### src/rtl/conv_window_sequencer_if.sv
// Bundle between the window sequencer and its environment: start request,
// MAC result return, window anchors and the packed output map.
interface conv_window_sequencer_if #(
    parameter int data_width     = 16,
    parameter int output_channel = 1,
    parameter int result_length  = 2,
    parameter int result_width   = 2
);
    localparam int RES_BITS = output_channel * result_length * result_width * data_width;

    logic                                 conv_en;
    logic                                 res_valid;
    logic [output_channel*data_width-1:0] res_data;
    logic [data_width-1:0]                archor_1D;
    logic [data_width-1:0]                archor_2D;
    logic                                 win_valid;
    logic                                 busy;
    logic                                 done;
    logic [0:RES_BITS-1]                  result;

    modport master (
        input  conv_en, res_valid, res_data,
        output archor_1D, archor_2D, win_valid, busy, done, result
    );

    modport slave (
        output conv_en, res_valid, res_data,
        input  archor_1D, archor_2D, win_valid, busy, done, result
    );
endinterface

### src/rtl/conv_window_sequencer.sv
// Walks output positions row-major, issues one anchor window at a time to
// convBuffer and packs each returned MAC result into the output feature map.
module conv_window_sequencer #(
    parameter int data_width     = 16,
    parameter int output_channel = 1,
    parameter int result_length  = 2,
    parameter int result_width   = 2,
    parameter int stride         = 1
) (
    input  logic                    clk,
    input  logic                    reset,
    conv_window_sequencer_if.master bus
);
    localparam int SLOTS    = result_length * result_width;
    localparam int RES_BITS = output_channel * SLOTS * data_width;
    localparam int RL       = (result_length > 1) ? $clog2(result_length) : 1;
    localparam int RW       = (result_width  > 1) ? $clog2(result_width)  : 1;

    typedef enum logic [1:0] {IDLE, ISSUE, WAIT, DONE} state_t;

    state_t                state;
    logic [RL-1:0]         r;
    logic [RW-1:0]         c;
    logic [data_width-1:0] archor_1D;
    logic [data_width-1:0] archor_2D;
    logic                  win_valid;
    logic                  busy;
    logic                  done;
    logic [0:RES_BITS-1]   result;

    assign bus.archor_1D = archor_1D;
    assign bus.archor_2D = archor_2D;
    assign bus.win_valid = win_valid;
    assign bus.busy      = busy;
    assign bus.done      = done;
    assign bus.result    = result;

    // Anchors advance by stride alongside the counters, so they always equal
    // counter*stride truncated to data_width without a multiplier.
    always_ff @(posedge clk) begin
        if (reset) begin
            state     <= IDLE;
            r         <= '0;
            c         <= '0;
            archor_1D <= '0;
            archor_2D <= '0;
            win_valid <= 1'b0;
            busy      <= 1'b0;
            done      <= 1'b0;
            result    <= '0;
        end else begin
            win_valid <= 1'b0;
            done      <= 1'b0;
            case (state)
                IDLE: begin
                    if (bus.conv_en) begin
                        result    <= '0;
                        r         <= '0;
                        c         <= '0;
                        archor_1D <= '0;
                        archor_2D <= '0;
                        win_valid <= 1'b1;
                        busy      <= 1'b1;
                        state     <= ISSUE;
                    end
                end
                ISSUE: state <= WAIT;
                WAIT: begin
                    if (bus.res_valid) begin
                        for (int rr = 0; rr < result_length; rr++)
                            for (int cc = 0; cc < result_width; cc++)
                                if (r == RL'(rr) && c == RW'(cc))
                                    for (int ch = 0; ch < output_channel; ch++)
                                        result[(ch*SLOTS + rr*result_width + cc)*data_width +: data_width]
                                            <= bus.res_data[(output_channel-1-ch)*data_width +: data_width];
                        if (c != RW'(result_width - 1)) begin
                            c         <= c + 1'b1;
                            archor_1D <= archor_1D + data_width'(stride);
                            win_valid <= 1'b1;
                            state     <= ISSUE;
                        end else if (r != RL'(result_length - 1)) begin
                            c         <= '0;
                            r         <= r + 1'b1;
                            archor_1D <= '0;
                            archor_2D <= archor_2D + data_width'(stride);
                            win_valid <= 1'b1;
                            state     <= ISSUE;
                        end else begin
                            busy  <= 1'b0;
                            done  <= 1'b1;
                            state <= DONE;
                        end
                    end
                end
                DONE:    state <= IDLE;
                default: state <= IDLE;
            endcase
        end
    end
endmodule

### src/flat_wrapper.sv
// flat-port wrapper written by rule: the top's interface ports become plain ports
module conv_window_sequencer_flat 
#(
    parameter int data_width     = 16,
    parameter int output_channel = 1,
    parameter int result_length  = 2,
    parameter int result_width   = 2,
    parameter int stride         = 1
)
  (clk, reset, bus_conv_en, bus_res_valid, bus_res_data, bus_archor_1D, bus_archor_2D, bus_win_valid, bus_busy, bus_done, bus_result);
  conv_window_sequencer_if #(.data_width(data_width), .output_channel(output_channel), .result_length(result_length), .result_width(result_width)) bus_i ();
  input  logic clk;
  input  logic reset;
  input wire logic [$bits(bus_i.conv_en)-1:0] bus_conv_en;
  input wire logic [$bits(bus_i.res_valid)-1:0] bus_res_valid;
  input wire logic [$bits(bus_i.res_data)-1:0] bus_res_data;
  output wire logic [$bits(bus_i.archor_1D)-1:0] bus_archor_1D;
  output wire logic [$bits(bus_i.archor_2D)-1:0] bus_archor_2D;
  output wire logic [$bits(bus_i.win_valid)-1:0] bus_win_valid;
  output wire logic [$bits(bus_i.busy)-1:0] bus_busy;
  output wire logic [$bits(bus_i.done)-1:0] bus_done;
  output wire logic [$bits(bus_i.result)-1:0] bus_result;
  assign bus_i.conv_en = bus_conv_en;
  assign bus_i.res_valid = bus_res_valid;
  assign bus_i.res_data = bus_res_data;
  assign bus_archor_1D = bus_i.archor_1D;
  assign bus_archor_2D = bus_i.archor_2D;
  assign bus_win_valid = bus_i.win_valid;
  assign bus_busy = bus_i.busy;
  assign bus_done = bus_i.done;
  assign bus_result = bus_i.result;
  conv_window_sequencer #(.data_width(data_width), .output_channel(output_channel), .result_length(result_length), .result_width(result_width), .stride(stride)) u_core (.clk(clk), .reset(reset), .bus(bus_i));
endmodule
### config.mk
export PLATFORM = sky130hd
export DESIGN_NAME = conv_window_sequencer_flat
export DESIGN_NICKNAME = d
export VERILOG_FILES = /design/src/rtl/conv_window_sequencer_if.sv /design/src/rtl/conv_window_sequencer.sv /design/src/flat_wrapper.sv
export SDC_FILE = /design/constraint.sdc
export NUM_CORES = 1
export LEC_CHECK = 0
export ABC_CLOCK_PERIOD_IN_PS = 2400
export CAP_MARGIN = 20
export CORE_UTILIZATION = 26
export CTS_BUF_LIST = sky130_fd_sc_hd__clkbuf_4 sky130_fd_sc_hd__clkbuf_8 sky130_fd_sc_hd__clkbuf_16
export CTS_CLUSTER_DIAMETER = 80
export DETAILED_ROUTE_END_ITERATION = 12
export SETUP_SLACK_MARGIN = 0.3
export SYNTH_ARGS = -nofsm -noshare
export SYNTH_HDL_FRONTEND = slang
export SYNTH_SLANG_ARGS = --single-unit
### constraint.sdc
create_clock -name clk -period 2.4 [get_ports clk]
set_input_delay 0.48 -clock clk [delete_from_list [all_inputs] [get_ports clk]]
set_output_delay 0.48 -clock clk [all_outputs]
set_load 0.02 [all_outputs]
==> results.py, run 1 <==
metrics = {
    "outcome": {
        "status": "finished clean",
    },
    "die": {
        "die-width_um": 130,
        "core_um2": 15900,
        "die-height_um": 130,
        "initial_core_util_pct": 26.8,
        "rows": 46,
        "io_pins": 119,
        "fp.dieArea_um2": 17000,
    },
    "cts": {
        "clockRootBuffer": "clkbuf_16",
        "numCtsBuffers": 9,
        "clk_latency_ns": 0.35,
        "post_cts_buffers": 0,
        "clk_pin_slew_ns": 0.07,
        "cts_buffer_depth": 2,
        "cts_tree": "done",
        "htreeDepth": 3,
        "clock-sinks": 103,
        "cts_hold_buf": 0,
        "cts_resized": 0,
    },
    "grt": {
        "grt_pass1_wl_mm": 18.8,
        "grtUsageTotal_pct": 14.4,
        "gr-total-overflow": 0,
        "grt_max_degree": 33,
        "antenna_found_initial": 0,
        "grt_pass1_vias": 3517,
    },
    "place": {
        "port_buffers": 118,
        "place_congestion": 0.754,
        "dp_slack_ns": 0.143,
        "hpwl_mm": 8.16,
    },
    "synthesis": {
        "syn_avg_cell_area_um2": 9.99,
        "yosysSeqAreaShare_pct": 48.2,
        "syn-instance-count": 428,
        "synth_warnings": 0,
        "yosys.area.top_type": "dfxtp_1",
        "syn_nets": 450,
        "synth_edf_count": 0,
        "synthTopCellsByArea": "dfxtp_1, mux2i_1, nor2_1, a22o_1, a21oi_1",
        "syn-cell-area_um2": 4270,
        "yosys_most_used_dff": "dfxtp_1",
        "ys_async_sr_fraction_pct": 0,
        "synth_cell_types": 47,
        "yosysTopAreaCellShare_pct": 48.2,
        "ys_ff_latch": 103,
    },
    "route": {
        "drtPass1Iterations": 4,
        "drtIter0Drc": 176,
        "drc": 0,
        "routed_wirelength_mm": 11.7,
        "ant_nets": 0,
        "vias": 3597,
        "vias_per_cell": 4.68,
        "avgRoutedWirePerCell_um": 15.2,
    },
    "sta": {
        "slew_violations": 0,
        "fin_ws_ns": 0.451,
        "clock_skew_ns": 0.00695,
        "relSlewSlack_pct": 62.6,
        "grt_setup_unrepaired": "no",
        "report.final.setup_viol": 0,
        "period_minus_slack_ns": 1.95,
        "fmax_mhz": 513,
        "timing.final.crit_share_pct": 81.2,
        "finalSetupTns_ns": 0,
        "worst_pin_slew_ns": 0.561,
        "hold_viol": 0,
    },
    "critical_path": {
        "crit_family": "buffers and inverters",
        "worst-path-stages": 1,
        "cp_cell_sequence": "clkdlybuf4s50_1",
        "endpoint_kind": "primary output",
        "path_class": "flop to primary output",
        "worstPathMaxFanout": 7,
        "crit_required_ns": 1.92,
        "cp_num_buf_inv": 1,
        "crit_arrival_ns": 1.47,
        "slowest_stage": "clkdlybuf4s50_1",
        "crit_path_max_incr_delay_ns": 0.66,
        "cp-start-kind": "flop",
        "r2r_start": "u_core.bus.archor_2D[3]",
        "timing.rr.end": "u_core.bus.archor_2D[11]",
        "rr_worst_depth": 4,
        "r2r_slack_ns": 0.52,
    },
    "power": {
        "vdd_drop_max_v": 0.000388,
        "leakage_nw": 2.18,
        "power_density_nw_per_um2": 635,
    },
    "worst_hold_path": {
        "whs_endpoint": "u_core.bus.archor_1D[15]",
        "holdCritPathClass": "flop to flop",
        "hp-start": "u_core.bus.archor_1D[15]",
        "whs_path_depth": 2,
    },
    "layout": {
        "drive_gt1_share_pct": 8.51,
        "num-nets-final": 569,
        "area_delta_synth_final_pct": 43.1,
        "antenna_cells": 0,
        "fillers": 1588,
    },
    "job": {
        "drv_cap": 0,
    },
}
## registers in the layout, summed over array words and instances, names as in the netlist
register	flops
u_core.bus.result	64
u_core.bus.archor_1D	16
u_core.bus.archor_2D	16
u_core.state	2
u_core.bus.busy	1
u_core.bus.done	1
u_core.bus.win_valid	1
u_core.c	1
u_core.r	1
## how the worst max path moves through the flow
stage / end / start
floorplan: u_core.bus.result[53] / bus_res_valid
global placement: u_core.bus.archor_2D[12] / bus_res_valid
detailed placement: u_core.bus.result[34] / bus_conv_en
CTS: bus_archor_1D[7] / u_core.bus.archor_1D[7]
global route: u_core.bus.archor_2D[13] / u_core.bus.archor_2D[3]
finish: bus_archor_2D[10] / u_core.bus.archor_2D[10]
## power breakdown
part           switching, mW  internal (mW)
clock                  0.666           1.06
combinational          0.219          0.185
sequential            0.0202           1.73
total                  0.905           2.98
## metal layers
metal | GRT usage, % | vias to the layer above | routed length, um
met5 | 0 | - | 0
met4 | 5.81 | 0 | 197
met3 | 3.85 | 16 | 543
met2 | 22.9 | 80 | 5470
met1 | 18.5 | 1715 | 5460
li1 | - | 1786 | -
## area by class of cell
| cell class | count | area [um^2] | area share (%) |
|---|---|---|---|
| multi-input combinational | 294 | 2050 | 33.6 |
| inverter | 4 | 15.0 | 0.245 |
| clock inverter | 5 | 104 | 1.70 |
| sequential | 103 | 2060 | 33.7 |
| tap | 216 | 270 | 4.42 |
| clock buffer | 11 | 246 | 4.03 |
| timing repair buffer | 135 | 1370 | 22.3 |
## through the flow
stage | cell area (um^2) | power (mW) | hold slack (ns) | utilization, % | cells
3_3_place_gp | 5770 | 2.19 | 0.457 | 36.2 | 752
3_5_place_dp | 5770 | 2.20 | 0.468 | 36.2 | 752
4_1_cts | 6120 | 3.93 | 0.479 | 38.4 | 768
2_1_floorplan | 4270 | 2.04 | 0.488 | - | 428
6_report | 6120 | 3.88 | 0.477 | 38.4 | 768
5_1_grt | 6120 | 4.03 | 0.494 | 38.4 | 768
## Yosys cell counts (2+ instances only)
master and count:
dfxtp_1 103, nor2_1 58, mux2i_1 51, a21oi_1 27, a22o_1 17, and2_1 17
o31ai_1 16, or4_1 16, nand2_1 15, clkbuf_1 12, nand3_1 10, buf_2 8
nand2b_1 7, o21ai_0 6, and4_1 4, buf_6 4, inv_1 4, nand4_1 4
or3_1 4, xor2_1 4, a221oi_4 3, buf_4 3, o211ai_1 3, a211oi_1 2
a21o_1 2, and4b_1 2, ha_1 2, nor2b_1 2, nor3_1 2, or2_2 2
xnor2_1 2
## cell usage in the layout, fill, tap and decap left out, types with 10 or more instances in the layout
cell type          n
a21oi_1           27
a22o_1            17
and2_1            17
buf_4             12
clkdlybuf4s50_1  117
dfxtp_1          103
mux2i_1           51
nand2_1           15
nand3_1           10
nor2_1            58
o31ai_1           16
or4_1             16
## cell families (layout without fill, tap and decap cells)
| kind of cell | count (synthesis) | in the layout | share of synthesized area (%) |
|---|---|---|---|
| adders and majority gates | 2 | 2 | 0.585 |
| muxes | 52 | 52 | 12.2 |
| AOI/OAI and AO/OA | 82 | 82 | 14.8 |
| buffers and inverters | 31 | 155 | 3.92 |
| and+or+nand+nor | 152 | 152 | 19.0 |
| DFF | 103 | 103 | 48.2 |
| xor gates and xnor gates | 6 | 6 | 1.23 |
No activity file was read; power rests on OpenSTA's default activity.
==> inputs of run 2 (changes only) <==
--- a/config.mk
+++ b/config.mk
@@ -5,7 +5,7 @@
 export SDC_FILE = /design/constraint.sdc
 export NUM_CORES = 1
 export LEC_CHECK = 0
-export ABC_CLOCK_PERIOD_IN_PS = 2400
+export ABC_CLOCK_PERIOD_IN_PS = 1700
 export CAP_MARGIN = 20
 export CORE_UTILIZATION = 26
 export CTS_BUF_LIST = sky130_fd_sc_hd__clkbuf_4 sky130_fd_sc_hd__clkbuf_8 sky130_fd_sc_hd__clkbuf_16
==> constraint.sdc (replaced) <==
create_clock -name clk -period 1.7 [get_ports clk]
set_input_delay 0.34 -clock clk [delete_from_list [all_inputs] [get_ports clk]]
set_output_delay 0.34 -clock clk [all_outputs]
set_load 0.02 [all_outputs]
==> results.py, run 2 (synthesis gave the netlist of run 1 again) <==
metrics = {
    "critical_path": {
        "crit_path_max_incr_delay_ns": 0.38,
        "r2r_start": "u_core.state[1]",
        "crit_family": "flip-flops",
        "worst-path-stages": 6,
        "cp_cell_sequence": "nand2b_4 > a221oi_4 > buf_4 > buf_12 > mux2i_1 > nor2_1",
        "setup.worst_path.end": "u_core.bus.result[38]",
        "r2r_slack_ns": 0.06,
        "crit_arrival_ns": 1.87,
        "timing.rr.end": "u_core.bus.result[38]",
        "rr_worst_depth": 6,
        "endpoint_kind": "flop",
        "path_class": "flop to flop",
        "crit_required_ns": 1.93,
        "slowest_stage": "dfxtp_4",
        "worstPathMaxFanout": 8,
        "cp-start-kind": "flop",
        "worstSetupStartpoint": "u_core.state[1]",
        "cp_num_buf_inv": 2,
    },
    "worst_hold_path": {
        "holdCritPathClass": "flop to flop",
    },
    "layout": {
        "fillers": 1486,
        "multiInputGateArea_um2": 2520,
        "final_cell_mix": "dfxtp_1, nor2_1, mux2i_1",
        "regArea_um2": 2130,
        "fin_area_um2": 7240,
        "num-nets-final": 639,
        "mostFrequentLayoutCell": "dfxtp_1",
        "largest_reg_flops": 64,
        "largestRegisters": "u_core.bus.result: 64 flops, u_core.bus.archor_1D: 16 flops, u_core.bus.archor_2D: 16 flops",
        "regMostFlops": "u_core.bus.result",
        "area_delta_synth_final_pct": 69.3,
        "drive_gt1_share_pct": 39.8,
        "finish.utilization_pct": 45.4,
    },
    "route": {
        "drc": 0,
        "drtPass1Iterations": 4,
        "drtIter0Drc": 181,
        "wl_met2_mm": 6.80,
        "ant_nets": 0,
        "avgRoutedWirePerCell_um": 16.6,
        "wl_met1_mm": 5.98,
        "routed_wirelength_mm": 13.9,
        "vias_per_cell": 4.73,
        "vias": 3964,
        "routed.top_layer": "met4",
        "wl_met3_um": 892,
    },
    "cts": {
        "clk_pin_slew_ns": 0.07,
        "numCtsBuffers": 9,
        "clockRootBuffer": "clkbuf_16",
        "cts_tree": "done",
        "clk_latency_ns": 0.35,
        "cts_buffer_depth": 2,
        "cts_hold_buf": 0,
        "clock-sinks": 103,
        "htreeDepth": 3,
    },
    "sta": {
        "worst_pin_slew_ns": 0.413,
        "report.final.setup_viol": 0,
        "period_minus_slack_ns": 1.64,
        "grt_setup_unrepaired": "yes",
        "slew_violations": 0,
        "timing.final.crit_share_pct": 96.4,
        "hold_viol": 0,
        "clock_skew_ns": 0.00721,
        "fmax_mhz": 610,
        "relSlewSlack_pct": 72.2,
    },
    "die": {
        "initial_core_util_pct": 26.8,
        "rows": 46,
        "die-width_um": 130,
        "die-height_um": 130,
        "fp.dieArea_um2": 17000,
        "core_um2": 15900,
        "io_pins": 119,
    },
    "place": {
        "place_congestion": 0.765,
        "port_buffers": 118,
        "dpl_cell_area_um2": 6040,
        "hpwl_mm": 8.26,
    },
    "grt": {
        "grt_pass1_wl_mm": 21.4,
        "grt_max_degree": 30,
        "grt_pass1_vias": 4056,
        "gr-total-overflow": 0,
        "antenna_found_initial": 1,
        "grtUsageTotal_pct": 16.8,
    },
    "power": {
        "clkPwrFrac_pct": 38.8,
        "p_sw_mw": 1.39,
        "vdd_drop_max_v": 0.000436,
        "combPwrFrac_pct": 16.6,
        "seq_power_share_pct": 44.6,
        "switching_share_pct": 25.2,
        "internal_power_mw": 4.13,
        "power_density_nw_per_um2": 762,
        "leakage_nw": 2.85,
    },
    "job": {
        "drv_cap": 0,
    },
    "outcome": {
        "status": "finished clean",
    },
}
## run 2: cell count changes in the layout (fill, tap and decap cells not counted), sizes merged
cell and delta:
nand3 +1, bufinv -2, clkdlybuf4s50 -101, clkinv +2
buf +72, dlygate4sd2 +21, a31oi +3, clkdlybuf4s15 +54
diode +1, clkbuf +19
## run 2: worst min path at each step
stage | slack [ns] | cells past startpoint | from | endpoint
final | 0.48 | 2 | u_core.bus.archor_1D[15] | u_core.bus.archor_1D[15]
after global routing | 0.49 | 1 | u_core.bus.result[30] | u_core.bus.result[30]
after CTS | 0.47 | 2 | u_core.bus.archor_1D[6] | u_core.bus.archor_1D[6]
after detailed placement | 0.46 | 1 | u_core.bus.result[18] | u_core.bus.result[18]
after global placement | 0.46 | 2 | u_core.bus.archor_1D[15] | u_core.bus.archor_1D[15]
after floorplan | 0.47 | 1 | bus_res_data[15] | u_core.bus.result[16]
## run 2: timing repair
item | CTS | global route
gates cloned | 10 | 1
gates resized for setup | 239 | 108
pin swaps | 49 | 27
setup endpoints to repair | 196 | 165
buffers inserted | 38 | 2
## run 2: area by class of cell
cell class,count,share of cell area (%)
Antenna cell,1,0.0346
Clock buffer,10,3.46
Clock inverter,5,0.744
Inverter,4,0.208
Multi-Input combinational cell,298,34.8
Sequential cell,103,29.5
Tap cell,216,3.74
Timing Repair Buffer,201,27.6
## run 2: routing by layer
layer  up-vias  GRT usage [%]
met2       101           28.4
li1       1944              -
met4         0           6.70
met5         -              0
met3        19           4.92
met1      1900           19.8
## run 2: power groups by stage
stage | sequential (mW) | combinational, mW | clock [mW]
detailed placement | 2.52 | 0.620 | 0
global route | 2.46 | 0.965 | 2.30
CTS | 2.46 | 0.876 | 2.20
floorplan | 2.55 | 0.352 | 0
finish | 2.46 | 0.913 | 2.14
global placement | 2.52 | 0.610 | 0
## run 2: metrics by stage
| step | hold WS (ns) | std cells | setup TNS [ns] | setup WS (ns) | power [mW] |
|---|---|---|---|---|---|
| after global routing | 0.493 | 837 | -0.0900 | -0.0382 | 5.73 |
| after CTS | 0.468 | 834 | 0 | 0.0819 | 5.54 |
| after detailed placement | 0.462 | 771 | -34.08 | -0.432 | 3.14 |
| after floorplan | 0.465 | 428 | 0 | 0.0676 | 2.90 |
| final | 0.481 | 838 | 0 | 0.0605 | 5.51 |
| after global placement | 0.457 | 771 | -30.72 | -0.405 | 3.13 |
## run 2: worst register-to-register path, cell delays in order, from the launching register on
cell,delay (ns)
dfxtp_4,0.38
nand2b_4,0.22
a221oi_4,0.34
buf_4,0.17
buf_12,0.13
mux2i_1,0.21
nor2_1,0.07
==> inputs of run 3 (changes only) <==
--- a/config.mk
+++ b/config.mk
@@ -11,6 +11,8 @@
 export CTS_BUF_LIST = sky130_fd_sc_hd__clkbuf_4 sky130_fd_sc_hd__clkbuf_8 sky130_fd_sc_hd__clkbuf_16
 export CTS_CLUSTER_DIAMETER = 80
 export DETAILED_ROUTE_END_ITERATION = 12
+export RECOVER_POWER = 100
+export REMOVE_ABC_BUFFERS = 1
 export SETUP_SLACK_MARGIN = 0.3
 export SYNTH_ARGS = -nofsm -noshare
 export SYNTH_HDL_FRONTEND = slang
==> results.py, run 3 (synthesis gave the netlist of run 1 again) <==
metrics = {
    "die": {
        "rows": 46,
        "initial_core_util_pct": 26.8,
        "io_pins": 119,
        "fp.dieArea_um2": 17000,
        "die-height_um": 130,
        "core_um2": 15900,
        "die-width_um": 130,
    },
    "worst_hold_path": {
        "holdCritPathClass": "input pin to flop",
        "whs_endpoint": "u_core.r",
        "whs_path_depth": 2,
        "hp-start": "reset",
    },
    "sta": {
        "timing.final.crit_share_pct": 96.7,
        "report.final.setup_viol": 0,
        "slew_violations": 0,
        "fin_ws_ns": 0.0555,
        "relSlewSlack_pct": 64.3,
        "worst_pin_slew_ns": 0.536,
        "hold_viol": 0,
        "period_minus_slack_ns": 1.64,
        "clock_skew_ns": 0.00409,
        "fmax_mhz": 608,
        "grt_setup_unrepaired": "yes",
    },
    "outcome": {
        "status": "finished clean",
    },
    "route": {
        "routed_wirelength_mm": 14.1,
        "avgRoutedWirePerCell_um": 16.8,
        "drc": 0,
        "ant_nets": 0,
        "vias": 4003,
        "drtPass1Iterations": 4,
        "drtIter0Drc": 174,
        "vias_per_cell": 4.78,
    },
    "grt": {
        "grt_pass1_wl_mm": 21.3,
        "antenna_found_initial": 0,
        "gr-total-overflow": 0,
        "grtUsageTotal_pct": 16.6,
        "grt_max_degree": 51,
        "grt_pass1_vias": 3979,
    },
    "critical_path": {
        "cp_cell_sequence": "nand2b_4 > buf_12 > a221oi_4 > buf_6 > buf_12 > mux2i_1 > nor2_1",
        "crit_arrival_ns": 1.87,
        "rr_worst_depth": 7,
        "slowest_stage": "dfxtp_4",
        "endpoint_kind": "flop",
        "timing.rr.end": "u_core.bus.result[52]",
        "crit_required_ns": 1.92,
        "crit_family": "buffers and inverters",
        "cp-start-kind": "flop",
        "cp_num_buf_inv": 3,
        "r2r_start": "u_core.state[1]",
        "crit_top_cell": "buf_12",
        "r2r_slack_ns": 0.06,
        "crit_path_max_incr_delay_ns": 0.36,
        "worstPathMaxFanout": 7,
        "path_class": "flop to flop",
    },
    "layout": {
        "largest_reg_flops": 64,
        "area_delta_synth_final_pct": 64.5,
        "mostFrequentLayoutCell": "dfxtp_1",
        "num-nets-final": 639,
        "largestRegisters": "u_core.bus.result: 64 flops, u_core.bus.archor_1D: 16 flops, u_core.bus.archor_2D: 16 flops",
        "drive_gt1_share_pct": 32.0,
        "regMostFlops": "u_core.bus.result",
        "fillers": 1511,
        "final_cell_mix": "dfxtp_1, nor2_1, mux2i_1",
        "fin_area_um2": 7030,
        "antenna_cells": 0,
    },
    "cts": {
        "cts_tree": "done",
        "clk_pin_slew_ns": 0.07,
        "clock-sinks": 103,
        "clk_latency_ns": 0.35,
        "clockRootBuffer": "clkbuf_16",
        "htreeDepth": 3,
        "cts_buffer_depth": 2,
        "numCtsBuffers": 9,
        "cts_hold_buf": 0,
    },
    "job": {
        "drv_cap": 0,
    },
    "place": {
        "dp_slack_ns": -0.459,
        "dpl_cell_area_um2": 5990,
        "hpwl_mm": 8.25,
        "port_buffers": 118,
        "place_congestion": 0.801,
    },
    "power": {
        "vdd_drop_max_v": 0.000590,
        "power_density_nw_per_um2": 767,
        "leakage_nw": 2.64,
    },
}
## run 3: layer usage
| metal | vias up | GRT usage (%) | part of all wire, % |
|---|---|---|---|
| li1 | 1940 | - | - |
| met1 | 1940 | 19.3 | 42 |
| met2 | 107 | 28.4 | 50 |
| met3 | 16 | 5.29 | 6.3 |
| met4 | 0 | 5.95 | 1.6 |
| met5 | - | 0 | 0 |
## run 3: how the worst max path moves through the flow
stage	depth (start not counted)	to	start
floorplan	4	u_core.bus.result[48]	u_core.state[1]
global placement	6	u_core.bus.archor_1D[1]	bus_res_valid
detailed placement	6	u_core.bus.archor_1D[1]	bus_res_valid
CTS	7	u_core.bus.result[11]	u_core.state[1]
global route	7	u_core.bus.result[48]	u_core.state[1]
finish	7	u_core.bus.result[52]	u_core.state[1]
## run 3: cell type report
type	count	area (um^2)	area share [%]
Sequential cell	103	2100	29.9
Tap cell	216	270	3.84
Timing Repair Buffer	202	1940	27.5
Clock buffer	13	268	3.81
Clock inverter	3	17.5	0.249
Inverter	4	15.0	0.214
Multi-Input combinational cell	297	2420	34.4
## run 3: what timing repair did
| action | 4_1_cts | 5_1_grt |
|---|---|---|
| setup endpoints to repair | 199 | 160 |
| gates cloned | 7 | 3 |
| pin swaps | 59 | 19 |
| setup buffers | 27 | 7 |
| hold endpoints to repair | 0 | 0 |
| resized for setup | 269 | 112 |
## run 3: power breakdown
part / internal [mW] / switching (mW)
clock: 1.10 / 0.907
combinational: 0.473 / 0.442
sequential: 2.44 / 0.0238
total: 4.02 / 1.37
## run 3: through the flow
stage | utilization, % | power (mW) | hold slack, ns | instances | TNS, ns
3_3_place_gp | 37.6 | 3.15 | 0.461 | 778 | -30.64
5_1_grt | 44.1 | 5.59 | 0.378 | 838 | -0.0902
6_report | 44.1 | 5.39 | 0.364 | 838 | 0
3_5_place_dp | 37.6 | 3.16 | 0.464 | 778 | -32.36
4_1_cts | 42.8 | 5.38 | 0.338 | 828 | 0
2_1_floorplan | - | 2.82 | 0.409 | 401 | -35.23
